`src/rtl/ascon_perm_engine.sv`:
```
// ascon_perm_engine: iterated ASCON v1.2 permutation (p6 / p8 / p12) with optional
// upstream XOR into x0 before the first round and downstream XOR into x1..x4 after
// the last round.
//
// Parameters
//   UNROLL    rounds evaluated per clock (1 or 2)
//   DONE_HOLD 0: done_o is a one-cycle pulse; 1: done_o holds until the next accepted start
//
// Ports
//   clock_i, resetb_i  clock (rising edge) and asynchronous active-low reset
//   start_i            request a run; nrounds_i must be 6, 8 or 12, else err_o pulses
//   state_in_i         320-bit state x0..x4, x0 in the top 64 bits
//   xorup_select_i     XOR data64_i into x0 before the first round
//   xordn_select_i     01: data256_i into x1..x4, 10: data256_i[127:0] into x3||x4
//   abort_i            only with ASCON_PERM_ABORT_EN: cancel a run in progress
//   state_out_o/tag_o  result state and its x3||x4, updated at completion
//   cipher_o           x0 after the upstream XOR, updated at accept
//   busy_o, done_o     run in progress / run complete
//   err_o              one-cycle pulse on a rejected start
//
// Optional feature macro: ASCON_PERM_ABORT_EN adds abort_i.

module ascon_perm_engine #(
  parameter int unsigned UNROLL    = 1,
  parameter int unsigned DONE_HOLD = 0
) (
  input  logic         clock_i,
  input  logic         resetb_i,
  input  logic         start_i,
  input  logic [3:0]   nrounds_i,
  input  logic [319:0] state_in_i,
  input  logic         xorup_select_i,
  input  logic [63:0]  data64_i,
  input  logic [1:0]   xordn_select_i,
  input  logic [255:0] data256_i,
`ifdef ASCON_PERM_ABORT_EN
  input  logic         abort_i,
`endif
  output logic [319:0] state_out_o,
  output logic [63:0]  cipher_o,
  output logic [127:0] tag_o,
  output logic         busy_o,
  output logic         done_o,
  output logic         err_o
);

  if (UNROLL != 1 && UNROLL != 2) begin : g_bad_unroll
    $error("ascon_perm_engine: UNROLL must be 1 or 2");
  end

  // Round index of the final evaluation step in a run.
  localparam logic [3:0] LastRnd = 4'(12 - UNROLL);

  typedef enum logic [0:0] {StIdle, StRun} state_e;

  state_e         st_q, st_d;
  logic [319:0]   x_q, x_d;
  logic [3:0]     rnd_q, rnd_d;
  logic [1:0]     dn_sel_q, dn_sel_d;
  logic [255:0]   dn_data_q, dn_data_d;
  logic [319:0]   out_q, out_d;
  logic [63:0]    cipher_q, cipher_d;
  logic           done_q, done_d;
  logic           err_q, err_d;

  logic [319:0]   rnd_res;
  logic [319:0]   dn_mask;
  logic [319:0]   up_state;
  logic           nr_legal;

  function automatic logic [63:0] ror64(input logic [63:0] v, input int unsigned n);
    return (v >> n) | (v << (64 - n));
  endfunction

  function automatic logic [319:0] ascon_round(input logic [319:0] s, input logic [3:0] idx);
    logic [63:0] x0, x1, x2, x3, x4;
    logic [63:0] t0, t1, t2, t3, t4;
    x0 = s[319:256];
    x1 = s[255:192];
    x2 = s[191:128];
    x3 = s[127:64];
    x4 = s[63:0];
    // Round constant {4'hF - i, i}; for a 4-bit i, 4'hF - i equals ~i.
    x2 = x2 ^ {56'd0, ~idx, idx};
    // Bitsliced 5-bit S-box.
    x0 = x0 ^ x4;
    x4 = x4 ^ x3;
    x2 = x2 ^ x1;
    t0 = ~x0 & x1;
    t1 = ~x1 & x2;
    t2 = ~x2 & x3;
    t3 = ~x3 & x4;
    t4 = ~x4 & x0;
    x0 = x0 ^ t1;
    x1 = x1 ^ t2;
    x2 = x2 ^ t3;
    x3 = x3 ^ t4;
    x4 = x4 ^ t0;
    x1 = x1 ^ x0;
    x0 = x0 ^ x4;
    x3 = x3 ^ x2;
    x2 = ~x2;
    // Linear diffusion.
    x0 = x0 ^ ror64(x0, 19) ^ ror64(x0, 28);
    x1 = x1 ^ ror64(x1, 61) ^ ror64(x1, 39);
    x2 = x2 ^ ror64(x2, 1) ^ ror64(x2, 6);
    x3 = x3 ^ ror64(x3, 10) ^ ror64(x3, 17);
    x4 = x4 ^ ror64(x4, 7) ^ ror64(x4, 41);
    return {x0, x1, x2, x3, x4};
  endfunction

  // UNROLL consecutive rounds starting at rnd_q.
  always_comb begin
    rnd_res = x_q;
    for (int unsigned k = 0; k < UNROLL; k++) begin
      rnd_res = ascon_round(rnd_res, rnd_q + 4'(k));
    end
  end

  always_comb begin
    dn_mask = '0;
    case (dn_sel_q)
      2'b01:   dn_mask[255:0] = dn_data_q;
      2'b10:   dn_mask[127:0] = dn_data_q[127:0];
      default: dn_mask = '0;
    endcase
  end

  assign nr_legal = (nrounds_i == 4'd6) || (nrounds_i == 4'd8) || (nrounds_i == 4'd12);
  assign up_state = state_in_i ^ {(xorup_select_i ? data64_i : 64'd0), 256'd0};

  always_comb begin
    st_d      = st_q;
    x_d       = x_q;
    rnd_d     = rnd_q;
    dn_sel_d  = dn_sel_q;
    dn_data_d = dn_data_q;
    out_d     = out_q;
    cipher_d  = cipher_q;
    done_d    = (DONE_HOLD != 0) ? done_q : 1'b0;
    err_d     = 1'b0;
    unique case (st_q)
      StIdle: begin
        if (start_i) begin
          if (nr_legal) begin
            st_d      = StRun;
            x_d       = up_state;
            cipher_d  = up_state[319:256];
            rnd_d     = 4'd12 - nrounds_i;
            dn_sel_d  = xordn_select_i;
            dn_data_d = data256_i;
            done_d    = 1'b0;
          end else begin
            err_d = 1'b1;
          end
        end
      end
      StRun: begin
`ifdef ASCON_PERM_ABORT_EN
        if (abort_i) begin
          st_d = StIdle;
        end else
`endif
        begin
          x_d   = rnd_res;
          rnd_d = rnd_q + 4'(UNROLL);
          if (rnd_q == LastRnd) begin
            st_d   = StIdle;
            out_d  = rnd_res ^ dn_mask;
            done_d = 1'b1;
          end
        end
      end
      default: st_d = StIdle;
    endcase
  end

  always_ff @(posedge clock_i or negedge resetb_i) begin
    if (!resetb_i) begin
      st_q      <= StIdle;
      x_q       <= '0;
      rnd_q     <= '0;
      dn_sel_q  <= '0;
      dn_data_q <= '0;
      out_q     <= '0;
      cipher_q  <= '0;
      done_q    <= 1'b0;
      err_q     <= 1'b0;
    end else begin
      st_q      <= st_d;
      x_q       <= x_d;
      rnd_q     <= rnd_d;
      dn_sel_q  <= dn_sel_d;
      dn_data_q <= dn_data_d;
      out_q     <= out_d;
      cipher_q  <= cipher_d;
      done_q    <= done_d;
      err_q     <= err_d;
    end
  end

  assign state_out_o = out_q;
  assign tag_o       = out_q[127:0];
  assign cipher_o    = cipher_q;
  assign busy_o      = (st_q == StRun);
  assign done_o      = done_q;
  assign err_o       = err_q;

endmodule

```
`config.mk`:
```
export PLATFORM = sky130hd
export DESIGN_NAME = ascon_perm_engine
export DESIGN_NICKNAME = d
export VERILOG_FILES = /design/src/rtl/ascon_perm_engine.sv
export SDC_FILE = /design/constraint.sdc
export NUM_CORES = 2
export LEC_CHECK = 0
export CORE_AREA = 2 2 456 458
export CTS_CLUSTER_DIAMETER = 150
export DETAILED_ROUTE_END_ITERATION = 8
export DIE_AREA = 0 0 458 460
export PLACE_DENSITY = 0.54
export SYNTH_ARGS = -nofsm -noshare
export SYNTH_HDL_FRONTEND = slang
export SYNTH_SLANG_ARGS = --single-unit
```
`constraint.sdc`:
```
create_clock -name clock_i -period 3.2 [get_ports clock_i]
set_input_delay 0.96 -clock clock_i [delete_from_list [all_inputs] [get_ports clock_i]]
set_output_delay 0.96 -clock clock_i [all_outputs]
set_load 0.01 [all_outputs]
```
==> qor.log <==
INFO  sta            finClkSkew=36.8ps
INFO  route          drt-initial-drc-count=5329
INFO  floorplanning  placement_rows=167
INFO  cts            htree_num_levels=3
INFO  sta            max_slew.worst_pin.slew=1060ps
INFO  sta            grt_setup_unrepaired=false
INFO  sta            timing.fmax=0.316GHz
INFO  grt            grtUsageMet3=8.06%
INFO  yosys          compound_cell_area_share_of_the_yosys_netlist=9.79%
INFO  route          routed_via_count_divided_by_cell_count=4.97
INFO  floorplanning  design.die.area=211000squm
INFO  worst_hold_path hold_path_class=input port to async pin
INFO  placed_design  dp_hpwl=291000um
INFO  route          vias=51100
INFO  grt            gr-total-overflow=0
INFO  setup_path     crit_path_top_delay_cell=sky130_fd_sc_hd__clkdlybuf4s50_1
INFO  yosys          avgSynthCellArea=9.76squm
INFO  floorplanning  die_x=458um
INFO  placed_design  gp_congestion=1.04
INFO  grt            grt_antenna_before_repair=113
INFO  cts            ctsLongestPathBuffers=3
INFO  yosys          asyncSetResetFlopFracSynth=100%
INFO  setup_path     worst_ep_arrival_time=2210ps
INFO  grt            use_met2=49.7%
INFO  cts            cts-buffers-inserted=116
INFO  yosys          synth_seq_area_share=41.2%
INFO  yosys          synth_top_family_by_area=XOR/XNOR gates
INFO  yosys          gate_count_of_the_mapped_netlist=6032
INFO  setup_path     critPathTopFamily=buffers and inverters
INFO  finish         areaGrowthSynthToFinish=37.1%
INFO  floorplanning  core_footprint=206000squm
INFO  setup_path     worst_reg2reg_setup_slack=240ps
INFO  yosys          yosys_register_bits=969
INFO  setup_path     critical_path.n_buffers_inverters=1
INFO  setup_path     crit_path_max_fanout=3
INFO  yosys          ys_dominant_reg_cell=sky130_fd_sc_hd__dfrtp_1
INFO  placed_design  place.port_buffers=1164
INFO  sta            setup-violations-final=0
INFO  setup_path     endpoint_kind=primary output
INFO  sta            final.period_utilization=99.0%
INFO  grt            gr-usage-met1=40.2%
INFO  floorplanning  die_h=460um
INFO  finish         final_cell_count_no_fill=10300
INFO  route          routed_wl=343000um
INFO  sta            hold_slack=240ps
INFO  yosys          synth_enable_flop_cells=0
INFO  cts            clk-insertion-delay-late=790ps
INFO  yosys          synthMuxAreaShare=0.374%
INFO  setup_path     kind_of_critical_path=register to primary output
INFO  finish         drive_above_1_share=13.5%
INFO  floorplanning  start_util=28.6%
INFO  route          drc_errors_left=0
INFO  cts            cts_tree=done
INFO  yosys          synth.distinct_cells=40
INFO  floorplanning  num_io_pins=1165
INFO  route          drt.antenna.violating_nets=0
INFO  yosys          syn-cell-area=58900squm
INFO  sta            final-hold-violation-count=0
INFO  sta            timing.final.max_slew_violations=0
INFO  sta            fin_crit=3170ps
INFO  route          detailedRoute.firstPassIterationCount=6
INFO  yosys          postSynthNetCount=6814
INFO  yosys          synthXorXnorAreaFrac=27.5%
INFO  run_status     run_status=finished clean
INFO  yosys          post_synth_fa_ha_maj_area_fraction=3.88%
INFO  placed_design  placed_cells=10000
INFO  cts            clk_pin_slew_worst_paths=60ps
INFO  grt            track_usage=31.7%
INFO  sta            max_slew_margin=29.3%
INFO  cts            clockRootBuffer=sky130_fd_sc_hd__clkbuf_16
INFO  setup_path     critical_path_required=2240ps
INFO  finish         nets=8205
INFO  grt            globalRoute.busiestLayer=met2
INFO  grt            first_global_vias=49700
INFO  finish         layout.cells.most_common_list=sky130_fd_sc_hd__nand2_1 (1572), sky130_fd_sc_hd__clkdlybuf4s50_1 (1162), sky130_fd_sc_hd__dfrtp_1 (968)
INFO  run            max-cap-violations=0
INFO  yosys          post_synthesis_share_of_cell_area_spent_on_and_or_nand_and_nor_gates=12.0%
INFO  sta            finalSetupTns=0ps
INFO  grt            grt_first_pass_wirelength=449000um
INFO  grt            pin_count_of_the_biggest_net_entering_global_routing=120
INFO  setup_path     startpoint_type_of_the_worst_setup_path=register
INFO  finish         final_core_utilization=39.2%
INFO  cts            cts.sinks=969
INFO  setup_path     worstPathCellList=clkdlybuf4s50_1
INFO  finish         mostFrequentLayoutCell=sky130_fd_sc_hd__nand2_1
INFO  setup_path     max_stage_delay=950ps
INFO  yosys          yosysWarnings=0
INFO  route          routedWlPerCell=33.4um
==> repair_timing <==
item                                   4_1_cts  5_1_grt
setup endpoints to repair                    1        0
resized for setup                            1        0
hold buffers                                 0        0
setup buffers                                0        0
endpoints found under the hold margin        0        0
==> area by class of cell <==
class	instances	area, sq um
fillers	20600	125000
multi-input cells	4392	31700
flip-flops and latches	969	24200
repair buffers	1684	16300
well taps	2704	3380
clock buffers	165	3370
inverters	260	983
clock inverters	46	574
diodes	56	140
==> cell usage after synthesis, types with 87 or more instances <==
cell type                  number  area share (%)
sky130_fd_sc_hd__nand2_1     1572              10
sky130_fd_sc_hd__dfrtp_1      969              41
sky130_fd_sc_hd__xnor2_1      908              14
sky130_fd_sc_hd__o21ai_0      469             4.0
sky130_fd_sc_hd__inv_1        256             1.6
sky130_fd_sc_hd__xnor2_2      230             6.4
sky130_fd_sc_hd__clkbuf_1     218             1.4
sky130_fd_sc_hd__a22oi_1      190             2.4
sky130_fd_sc_hd__o21ai_1      151             1.3
sky130_fd_sc_hd__xor2_1       140             2.1
sky130_fd_sc_hd__ha_1         132             2.8
sky130_fd_sc_hd__buf_4        128             1.6
sky130_fd_sc_hd__xnor3_1      123             4.7
sky130_fd_sc_hd__nand2b_1     109             1.2
sky130_fd_sc_hd__nor2_1        87            0.55
==> path summary, 6_finish.rpt <==
path / from / end / cells after the start
max in group asynchronous: resetb_i / busy_o$_DFF_PN0_ / 2
worst max register to register: x_q[72]$_DFFE_PN0P_ / x_q[126]$_DFFE_PN0P_ / 8
worst max-delay path: state_out_o[72]$_DFFE_PN0P_ / tag_o[72] / 1
worst min register to register: dn_data_q[80]$_DFFE_PN0P_ / dn_data_q[80]$_DFFE_PN0P_ / 2
min in group clock_i: dn_data_q[80]$_DFFE_PN0P_ / dn_data_q[80]$_DFFE_PN0P_ / 2
worst min-delay path: resetb_i / state_out_o[188]$_DFFE_PN0P_ / 1
==> routing by layer <==
layer	vias to the layer above	part of all wire (%)
met4	62	5.8
met2	2554	45
met5	-	0.12
met3	614	8.4
met1	25600	41
li1	22300	-
==> sequential cells by signal (all words and copies together), names as in the netlist <==
register and cells:
rnd_q 4, err_o 1, x_q 320, done_o 1, state_out_o 320, busy_o 1
dn_sel_q 2, cipher_o 64, dn_data_q 256
==> metrics by stage <==
step / setup slack [ps] / area (sq um)
2_1_floorplan: 656 / 58900
3_3_place_gp: -229 / 76600
3_5_place_dp: -206 / 76600
4_1_cts: 61.0 / 80600
5_1_grt: 57.1 / 80700
6_report: 31.9 / 80700
==> kinds of logic after synthesis <==
logic type | Yosys count
and+or+nand+nor | 1795
xor gates and xnor gates | 1429
DFF | 969
AOI/OAI and AO/OA | 954
buffers and inverters | 671
adders and majority gates | 194
muxes | 20
Power is not shown: default switching activity piles up to over one toggle a cycle in this logic, so the estimate is an artifact.
